## src/rtl/systolic_skew_feeder_if.sv

```systemverilog
// Input beat handshake for the systolic edge feeder.
// One N-lane column vector per accepted beat.
interface systolic_skew_feeder_if #(
  parameter int N          = 4,
  parameter int DATA_WIDTH = 32
);
  logic                    in_valid;
  logic                    in_ready;
  logic [N*DATA_WIDTH-1:0] in_data;

  modport master (
    output in_valid,
    output in_data,
    input  in_ready
  );

  modport slave (
    input  in_valid,
    input  in_data,
    output in_ready
  );
endinterface

```

## src/rtl/systolic_skew_feeder.sv

```systemverilog
// Systolic array edge feeder: skews lane i by i cycles, then drains.
// Optional stall counter port enabled by FEEDER_STALL_CNT_EN.
module systolic_skew_feeder #(
  parameter int N          = 4,
  parameter int DATA_WIDTH = 32,
  parameter int K_WIDTH    = 16
) (
  input  logic                    clk,
  input  logic                    rst,
  input  logic                    start,
  input  logic [K_WIDTH-1:0]      k_len,
  systolic_skew_feeder_if.slave   in_bus,
  output logic [N*DATA_WIDTH-1:0] out_data,
  output logic                    busy,
  output logic                    done
`ifdef FEEDER_STALL_CNT_EN
  ,
  output logic [K_WIDTH-1:0]      stall_cnt
`endif
);

  localparam int FW = $clog2(2 * N);
  localparam logic [FW-1:0] F_LAST = FW'(2 * N - 2);

  typedef enum logic [1:0] {
    IDLE,
    FEED,
    FLUSH,
    DONE
  } state_t;

  state_t               state_q;
  state_t               state_d;
  logic [K_WIDTH-1:0]   k_q;
  logic [K_WIDTH-1:0]   beat_q;
  logic [FW-1:0]        flush_q;
  logic                 start_acc;
  logic                 accept;
  logic                 last_beat;
  logic [N*DATA_WIDTH-1:0] feed_vec;

  assign start_acc = (state_q == IDLE) && start;
  assign accept    = (state_q == FEED) && in_bus.in_valid;
  assign last_beat = accept && (beat_q == k_q - 1'b1);
  assign feed_vec  = accept ? in_bus.in_data : '0;

  assign in_bus.in_ready = (state_q == FEED);
  assign busy            = (state_q != IDLE);
  assign done            = (state_q == DONE);

  always_ff @(posedge clk) begin
    if (rst) begin
      state_q <= IDLE;
    end else begin
      state_q <= state_d;
    end
  end

  always_comb begin
    state_d = state_q;
    unique case (state_q)
      IDLE: begin
        if (start) begin
          state_d = (k_len == '0) ? DONE : FEED;
        end
      end
      FEED: begin
        if (last_beat) begin
          state_d = FLUSH;
        end
      end
      FLUSH: begin
        if (flush_q == F_LAST) begin
          state_d = DONE;
        end
      end
      DONE:    state_d = IDLE;
      default: state_d = IDLE;
    endcase
  end

  always_ff @(posedge clk) begin
    if (rst) begin
      k_q     <= '0;
      beat_q  <= '0;
      flush_q <= '0;
    end else begin
      if (start_acc) begin
        k_q    <= k_len;
        beat_q <= '0;
      end else if (accept) begin
        beat_q <= beat_q + 1'b1;
      end
      if (state_q == FLUSH) begin
        flush_q <= flush_q + 1'b1;
      end else begin
        flush_q <= '0;
      end
    end
  end

  // Lane i is an (i+1)-deep shift chain; bubbles shift zeros.
  for (genvar i = 0; i < N; i++) begin : g_lane
    logic [DATA_WIDTH-1:0] line [i+1];

    always_ff @(posedge clk) begin
      if (rst) begin
        for (int j = 0; j <= i; j++) begin
          line[j] <= '0;
        end
      end else begin
        line[0] <= feed_vec[i*DATA_WIDTH +: DATA_WIDTH];
        for (int j = 1; j <= i; j++) begin
          line[j] <= line[j-1];
        end
      end
    end

    assign out_data[i*DATA_WIDTH +: DATA_WIDTH] = line[i];
  end

`ifdef FEEDER_STALL_CNT_EN
  always_ff @(posedge clk) begin
    if (rst) begin
      stall_cnt <= '0;
    end else if (start_acc) begin
      stall_cnt <= '0;
    end else if ((state_q == FEED) && !in_bus.in_valid &&
                 (stall_cnt != '1)) begin
      stall_cnt <= stall_cnt + 1'b1;
    end
  end
`endif

endmodule

```

## src/flat_wrapper.sv

```systemverilog
// flat-port wrapper written by rule: the top's interface ports become plain ports
module systolic_skew_feeder_flat 
#(
  parameter int N          = 4,
  parameter int DATA_WIDTH = 32,
  parameter int K_WIDTH    = 16
)
  (clk, rst, start, k_len, out_data, busy, done, in_bus_in_valid, in_bus_in_data, in_bus_in_ready);
  systolic_skew_feeder_if #(.N(N), .DATA_WIDTH(DATA_WIDTH)) in_bus_i ();
  input  logic clk;
  input  logic rst;
  input  logic start;
  input  logic [K_WIDTH-1:0] k_len;
  output logic [N*DATA_WIDTH-1:0] out_data;
  output logic busy;
  output logic done;
  input wire logic [$bits(in_bus_i.in_valid)-1:0] in_bus_in_valid;
  input wire logic [$bits(in_bus_i.in_data)-1:0] in_bus_in_data;
  output wire logic [$bits(in_bus_i.in_ready)-1:0] in_bus_in_ready;
  assign in_bus_i.in_valid = in_bus_in_valid;
  assign in_bus_i.in_data = in_bus_in_data;
  assign in_bus_in_ready = in_bus_i.in_ready;
  systolic_skew_feeder #(.N(N), .DATA_WIDTH(DATA_WIDTH), .K_WIDTH(K_WIDTH)) u_core (.clk(clk), .rst(rst), .start(start), .k_len(k_len), .in_bus(in_bus_i), .out_data(out_data), .busy(busy), .done(done));
endmodule
```

## config.mk

```make
export PLATFORM = sky130hd
export DESIGN_NAME = systolic_skew_feeder_flat
export DESIGN_NICKNAME = d
export VERILOG_FILES = /design/src/rtl/systolic_skew_feeder_if.sv /design/src/rtl/systolic_skew_feeder.sv /design/src/flat_wrapper.sv
export SDC_FILE = /design/constraint.sdc
export NUM_CORES = 1
export LEC_CHECK = 0
export BUFFER_PORTS_ARGS = -buffer_cell sky130_fd_sc_hd__buf_4
export CAP_MARGIN = 5
export CORE_ASPECT_RATIO = 0.75
export CORE_MARGIN = 8
export CORE_UTILIZATION = 52
export CTS_CLUSTER_DIAMETER = 50
export DETAILED_ROUTE_END_ITERATION = 10
export PLACE_DENSITY_LB_ADDON = 0.12
export SETUP_SLACK_MARGIN = 0.2
export SLEW_MARGIN = 15
export SYNTH_ARGS = -nofsm -noshare
export SYNTH_HDL_FRONTEND = slang
export SYNTH_SLANG_ARGS = --single-unit
```

## constraint.sdc

```tcl
create_clock -name clk -period 3.2 [get_ports clk]
set_input_delay 0.48 -clock clk [delete_from_list [all_inputs] [get_ports clk]]
set_output_delay 0.48 -clock clk [all_outputs]
set_load 0.05 [all_outputs]
```

After elaboration in Yosys (flattened, before gate mapping)

Memories as Yosys holds them, arrays and structs flattened.
Cells that the tools add are included.

Register bits: 37
Bits in writable memories: 320
Input bits: 148
Output and inout bits: 131
Logic and storage cells: 59
Memories: 4

Memories:

| name                  | depth | bits a word | rd ports | clocked after memory_dff | write ports | line                        | text |
|---|---|---|---|---|---|---|---|
| u_core.g_lane[3].line | 4     | 32          | 4        | 0                        | 4           | systolic_skew_feeder.sv:104 | `logic [DATA_WIDTH-1:0] line [i+1];` |
| u_core.g_lane[2].line | 3     | 32          | 3        | 0                        | 3           | systolic_skew_feeder.sv:104 |  |
| u_core.g_lane[1].line | 2     | 32          | 2        | 0                        | 2           | systolic_skew_feeder.sv:104 |  |
| u_core.g_lane[0].line | 1     | 32          | 1        | 0                        | 1           | systolic_skew_feeder.sv:104 |  |

Add/sub/neg operators: 3
Equal/unequal tests: 8
Mux-type cells: 20
Bitwise operators: 10
Reduce and logical (&&, ||, !) cells: 10

Operators with widths:

| cell                  | count |
|---|---|
| $mux 32               | 10 |
| $mux 128              | 1 |
| $reduce_or 32->1      | 1 |
| $add 16x1->16 const B | 1 |
| $eq 16x16->1          | 1 |
| $logic_not 16->1      | 1 |
| $sub 16x1->16 const B | 1 |
| $or 1x1->1            | 9 |
| $mux 2                | 4 |
| $pmux 2 s4            | 1 |
| $eq 2x2->1 const B    | 2 |
| $mux 1                | 4 |
| $ne 2x1->1 const B    | 2 |
| $reduce_or 2->1       | 2 |
| $add 3x1->3 const B   | 1 |
| $eq 3x3->1 const B    | 1 |
| $logic_and 1x1->1     | 3 |
| $reduce_and 3->1      | 1 |
| $eq 2x1->1 const B    | 1 |
| $logic_not 2->1       | 1 |
| $ne 2x2->1 const B    | 1 |
| $reduce_bool 2->1     | 1 |
| $not 1->1             | 1 |

Logic depth before layout (Yosys ltp)

Depth after elaboration: 5
Mapped depth: 10
Depth with buffers taken out: 9

Worst setup path after synthesis

OpenSTA, ideal clock, no wires.

Path type: register to register
From: register u_core.k_q[0]
To: register u_core.state_q[1]
Setup time: 0.091 ns
Arrival: 2.736 ns
Required time: 3.109 ns
Path slack: 0.373 ns
Cell stages (with the launch flop): 11
Buffers on the path: 1
Period minus slack after synthesis: 2.827 ns
Cell sequence: dfxtp_1 inv_1 ha_1 or3b_1 buf_2 or4_4 a2111oi_4 o2111ai_1 o41ai_4 a21oi_1 a311oi_1

Cells in the longest elaborated chain, start to end: 5

RTL lines:

| what                       | line                       | text |
|---|---|---|
| start, declared            | systolic_skew_feeder.sv:34 | `logic [K_WIDTH-1:0] k_q;` |
| start signal, assigned     | systolic_skew_feeder.sv:89 | `k_q <= k_len;` |
| $sub 16x1->16              | systolic_skew_feeder.sv:44 | `assign last_beat = accept && (beat_q == k_q - 1'b1);` |
| $eq 16x16->1               | systolic_skew_feeder.sv:44 |  |
| $logic_and 1x1->1          | systolic_skew_feeder.sv:44 |  |
| $ne 2x1->1 (no line)       | -                          |  |
| $reduce_and 3->1 (no line) | -                          |  |
| end signal, assigned       | systolic_skew_feeder.sv:55 | `state_q <= state_d;` |
| end, declared              | systolic_skew_feeder.sv:32 | `state_t state_q;` |

No other way between the ends.
A chain may end at the register's enable or synchronous reset.

Worst setup path in the final report

From: register u_core.k_q[0]
To: register u_core.state_q[0]

The elaborated chain is that of the path after synthesis.

==> impl_metrics.csv <==
group,metric,value,unit
outcome,status,"completed",
global_routing,grt_pass1_vias,6756,
floorplan,die-height,143,um
global_routing,antenna_found_initial,0,
synthesis,yosysUniqueCellTypes,39,
floorplan,dieWidth,185,um
synthesis,syn_nets,1165,
floorplan,pin_count,279,
sta,layout_min_cycle_time,2.88,ns
synthesis,synth.top_cell.area_share,0.642,
clock_tree,cts_root_buf,"clkbuf_16",
synthesis,yosysTopAreaCell,"dfxtp_1",
clock_tree,insertion_delay,0.50,ns
floorplan,start_util,0.529,
worst_setup_path,crit_type,"flip-flop to flip-flop",
synthesis,synthCells,1008,
sta,finalHoldViolCount,0,
power_and_ir_drop,power_density,719,nW/um2
sta,tightest_slew,1.03,ns
floorplan,core.rowCount,46,
global_routing,top_usage_layer,"met2",
synthesis,yosysSeqAreaShare,0.642,
routing,ant_nets,0,
synthesis,synth_edf_count,0,
routing,drt_iter0_markers,345,
worst_setup_path,slowest_delay,0.50,ns
sta,grt_setup_unrepaired,"false",
synthesis,avgSynthCellArea,11.1,um2
sta,timing.hold.ws,0.210,ns
global_routing,grt_util_all_layers,0.165,
global_routing,overflow,0,
synthesis,yosysMostFrequentCell,"dfxtp_1",
worst_setup_path,r2r_cells,9,
clock_tree,numCtsBuffers,35,
worst_setup_path,cp_max_fo,5,
min_path,hold_class,"primary input to flip-flop",
sta,final.setup.tns,0,ns
worst_setup_path,rrSetupSlack,0.32,ns
placement,portBuffers,278,
synthesis,ys_dominant_reg_cell,"dfxtp_1",
final_layout,drive_above_1_share,0.286,
clock_tree,clockBufferDepth,3,
floorplan,dieArea,26400,um2
routing,vias_per_cell,4.65,
placement,place_congestion,0.820,
global_routing,grt_pass1_wl,35.0,mm
sta,finalMaxSlewViolations,0,
final_layout,nNetsFinal,1364,
worst_setup_path,r2r-end,"u_core.state_q[0]",
worst_setup_path,endpoint,"u_core.state_q[0]",
routing,drt_wl_total,22.8,mm
run,cap_violations,0,
clock_tree,cts.sinks,357,
power_and_ir_drop,peakVddDrop,519,uV
global_routing,use_met1,0.198,
routing,drcViolationCount,0,
routing,dr.pass1.iters,4,
synthesis,yosys_warnings,0,
worst_setup_path,cp_top_family,"compound AO/OA/AOI/OAI gates",
synthesis,ys_ff_latch,357,
placement,hpwl,15.4,mm
final_layout,n_antenna_cell,0,
sta,finClkSkew,0.00761,ns
routing,vias,7061,
floorplan,coreArea,21100,um2
synthesis,async_flop_share,0,
sta,slew_headroom,0.314,
clock_tree,clkTransAtPathRegs,0.06,ns
clock_tree,ctsHtreeMaxLevel,2,
worst_setup_path,crit_chain,"inv_1 -> ha_2 -> or3b_4 -> or4_4 -> a2111oi_4 -> o2111ai_2 -> o41ai_4 -> a21oi_1 -> a211oi_2",
global_routing,grt_max_degree,211,
global_routing,use_met2,0.272,
worst_setup_path,regToRegStartpoint,"u_core.k_q[0]",
power_and_ir_drop,p_leak,6.52,nW
worst_setup_path,required,3.62,ns
routing,routedWlPerCell,15.0,um
worst_setup_path,critPathLaunchType,"flip-flop",
worst_setup_path,end_kind,"flip-flop",
synthesis,synth_area_leaders,"dfxtp_1 (64%), nor2b_1 (11%), and3_1 (7.4%)",
clock_tree,tritoncts,"yes",
sta,setup_viol,0,
final_layout,syn_to_final_growth,26.8,%
synthesis,synth_area,11100,um2
worst_setup_path,worst-path-buf-inv,1,
worst_setup_path,crit_arrival,3.29,ns
sta,finalCritPeriodShare,0.899,
global_routing,met3_usage,0.0652,
sta,fmax,348,MHz
worst_setup_path,path_depth,9,
synthesis,synth_commonest_cells,"dfxtp_1 (357), nor2b_1 (192), and3_1 (132), buf_4 (64), clkbuf_1 (59)",
worst_setup_path,startpoint,"u_core.k_q[0]",
worst_setup_path,critical_path.slowest_cell,"or4_4",
## flip-flops by register name, indices dropped and copies added, names as in the netlist
| signal | count |
|---|---|
| u_core.beat_q | 16 |
| u_core.state_q | 2 |
| u_core.k_q | 16 |
| u_core.flush_q | 3 |
| u_core.g_lane.line | 320 |
## placed cells by master (no fill, tap or decap), types with 2 or more instances in the layout
| cell | count |
|---|---|
| nor4_1 | 6 |
| nor3_1 | 6 |
| ha_1 | 8 |
| nor3b_1 | 2 |
| xnor2_1 | 22 |
| nand2_1 | 45 |
| a21oi_1 | 25 |
| nor2b_1 | 192 |
| nand3_1 | 8 |
| clkbuf_16 | 36 |
| clkbuf_8 | 7 |
| clkbuf_1 | 9 |
| dfxtp_1 | 355 |
| nand4_1 | 9 |
| clkinv_2 | 5 |
| o31ai_1 | 2 |
| and3_1 | 132 |
| nor2_1 | 22 |
| o21ai_0 | 2 |
| buf_4 | 283 |
| or3_1 | 2 |
| xor2_1 | 13 |
| buf_12 | 2 |
| inv_1 | 9 |
| dfxtp_2 | 2 |
## how the worst min path moves through the flow
stage / from / to / depth (start not counted)
6_report: in_bus_in_data[127] / u_core.g_lane[3].line[0][31] / 2
5_1_grt: in_bus_in_data[33] / u_core.g_lane[1].line[0][1] / 2
4_1_cts: in_bus_in_data[124] / u_core.g_lane[3].line[0][28] / 2
3_5_place_dp: u_core.g_lane[2].line[0][37] / u_core.g_lane[2].line[0][69] / 1
3_3_place_gp: u_core.g_lane[2].line[0][49] / u_core.g_lane[2].line[0][81] / 1
2_1_floorplan: u_core.g_lane[1].line[0][0] / u_core.g_lane[1].line[0][32] / 1
## cell type report
class / count / area (um2)
clock inverter: 10 / 100
timing repair buffer: 286 / 2180
fill: 1680 / 6940
inverter: 10 / 37.5
sequential: 357 / 7150
tap: 288 / 360
clock buffer: 52 / 1030
multi-input combinational: 517 / 3270
## layer usage
layer	routed length, um	vias to the layer above	share of wire
li1	-	3592	-
met1	9680	3217	0.42
met2	10600	212	0.46
met3	2130	40	0.093
met4	437	0	0.019
met5	0	-	0
## kinds of logic after synthesis
logic type      Yosys count  share of synthesized area
compound gates           40                     0.0248
xor+xnor                 35                     0.0275
fa+ha+maj                 9                     0.0101
buf+inv                 134                     0.0668
flops                   357                      0.642
mux                       2                    0.00191
simple gates            431                      0.227
## stage by stage
stage | util | worst slack, ns | total power, mW | cells | area, um2
after floorplan | - | 0.373 | 5.84 | 1008 | 11100
after global placement | 0.615 | 0.268 | 6.22 | 1455 | 12900
after detailed placement | 0.615 | 0.109 | 6.25 | 1455 | 12900
after CTS | 0.669 | 0.212 | 10.2 | 1518 | 14100
after global routing | 0.670 | 0.178 | 10.6 | 1520 | 14100
final | 0.670 | 0.323 | 10.1 | 1520 | 14100
## power by group
part           total [mW]  switching, mW  internal (mW)
combinational        1.43          0.855          0.573
sequential           4.77          0.106           4.66
clock                3.95           1.62           2.33
total                10.1           2.58           7.57
## what timing repair did
item,4_1_cts,5_1_grt
endpoints found under the setup margin,2,2
gates cloned,0,0
pin swaps,1,4
resized for setup,0,6
setup buffers,1,2
hold buffers,0,0
(Power assumes the default switching activity.)
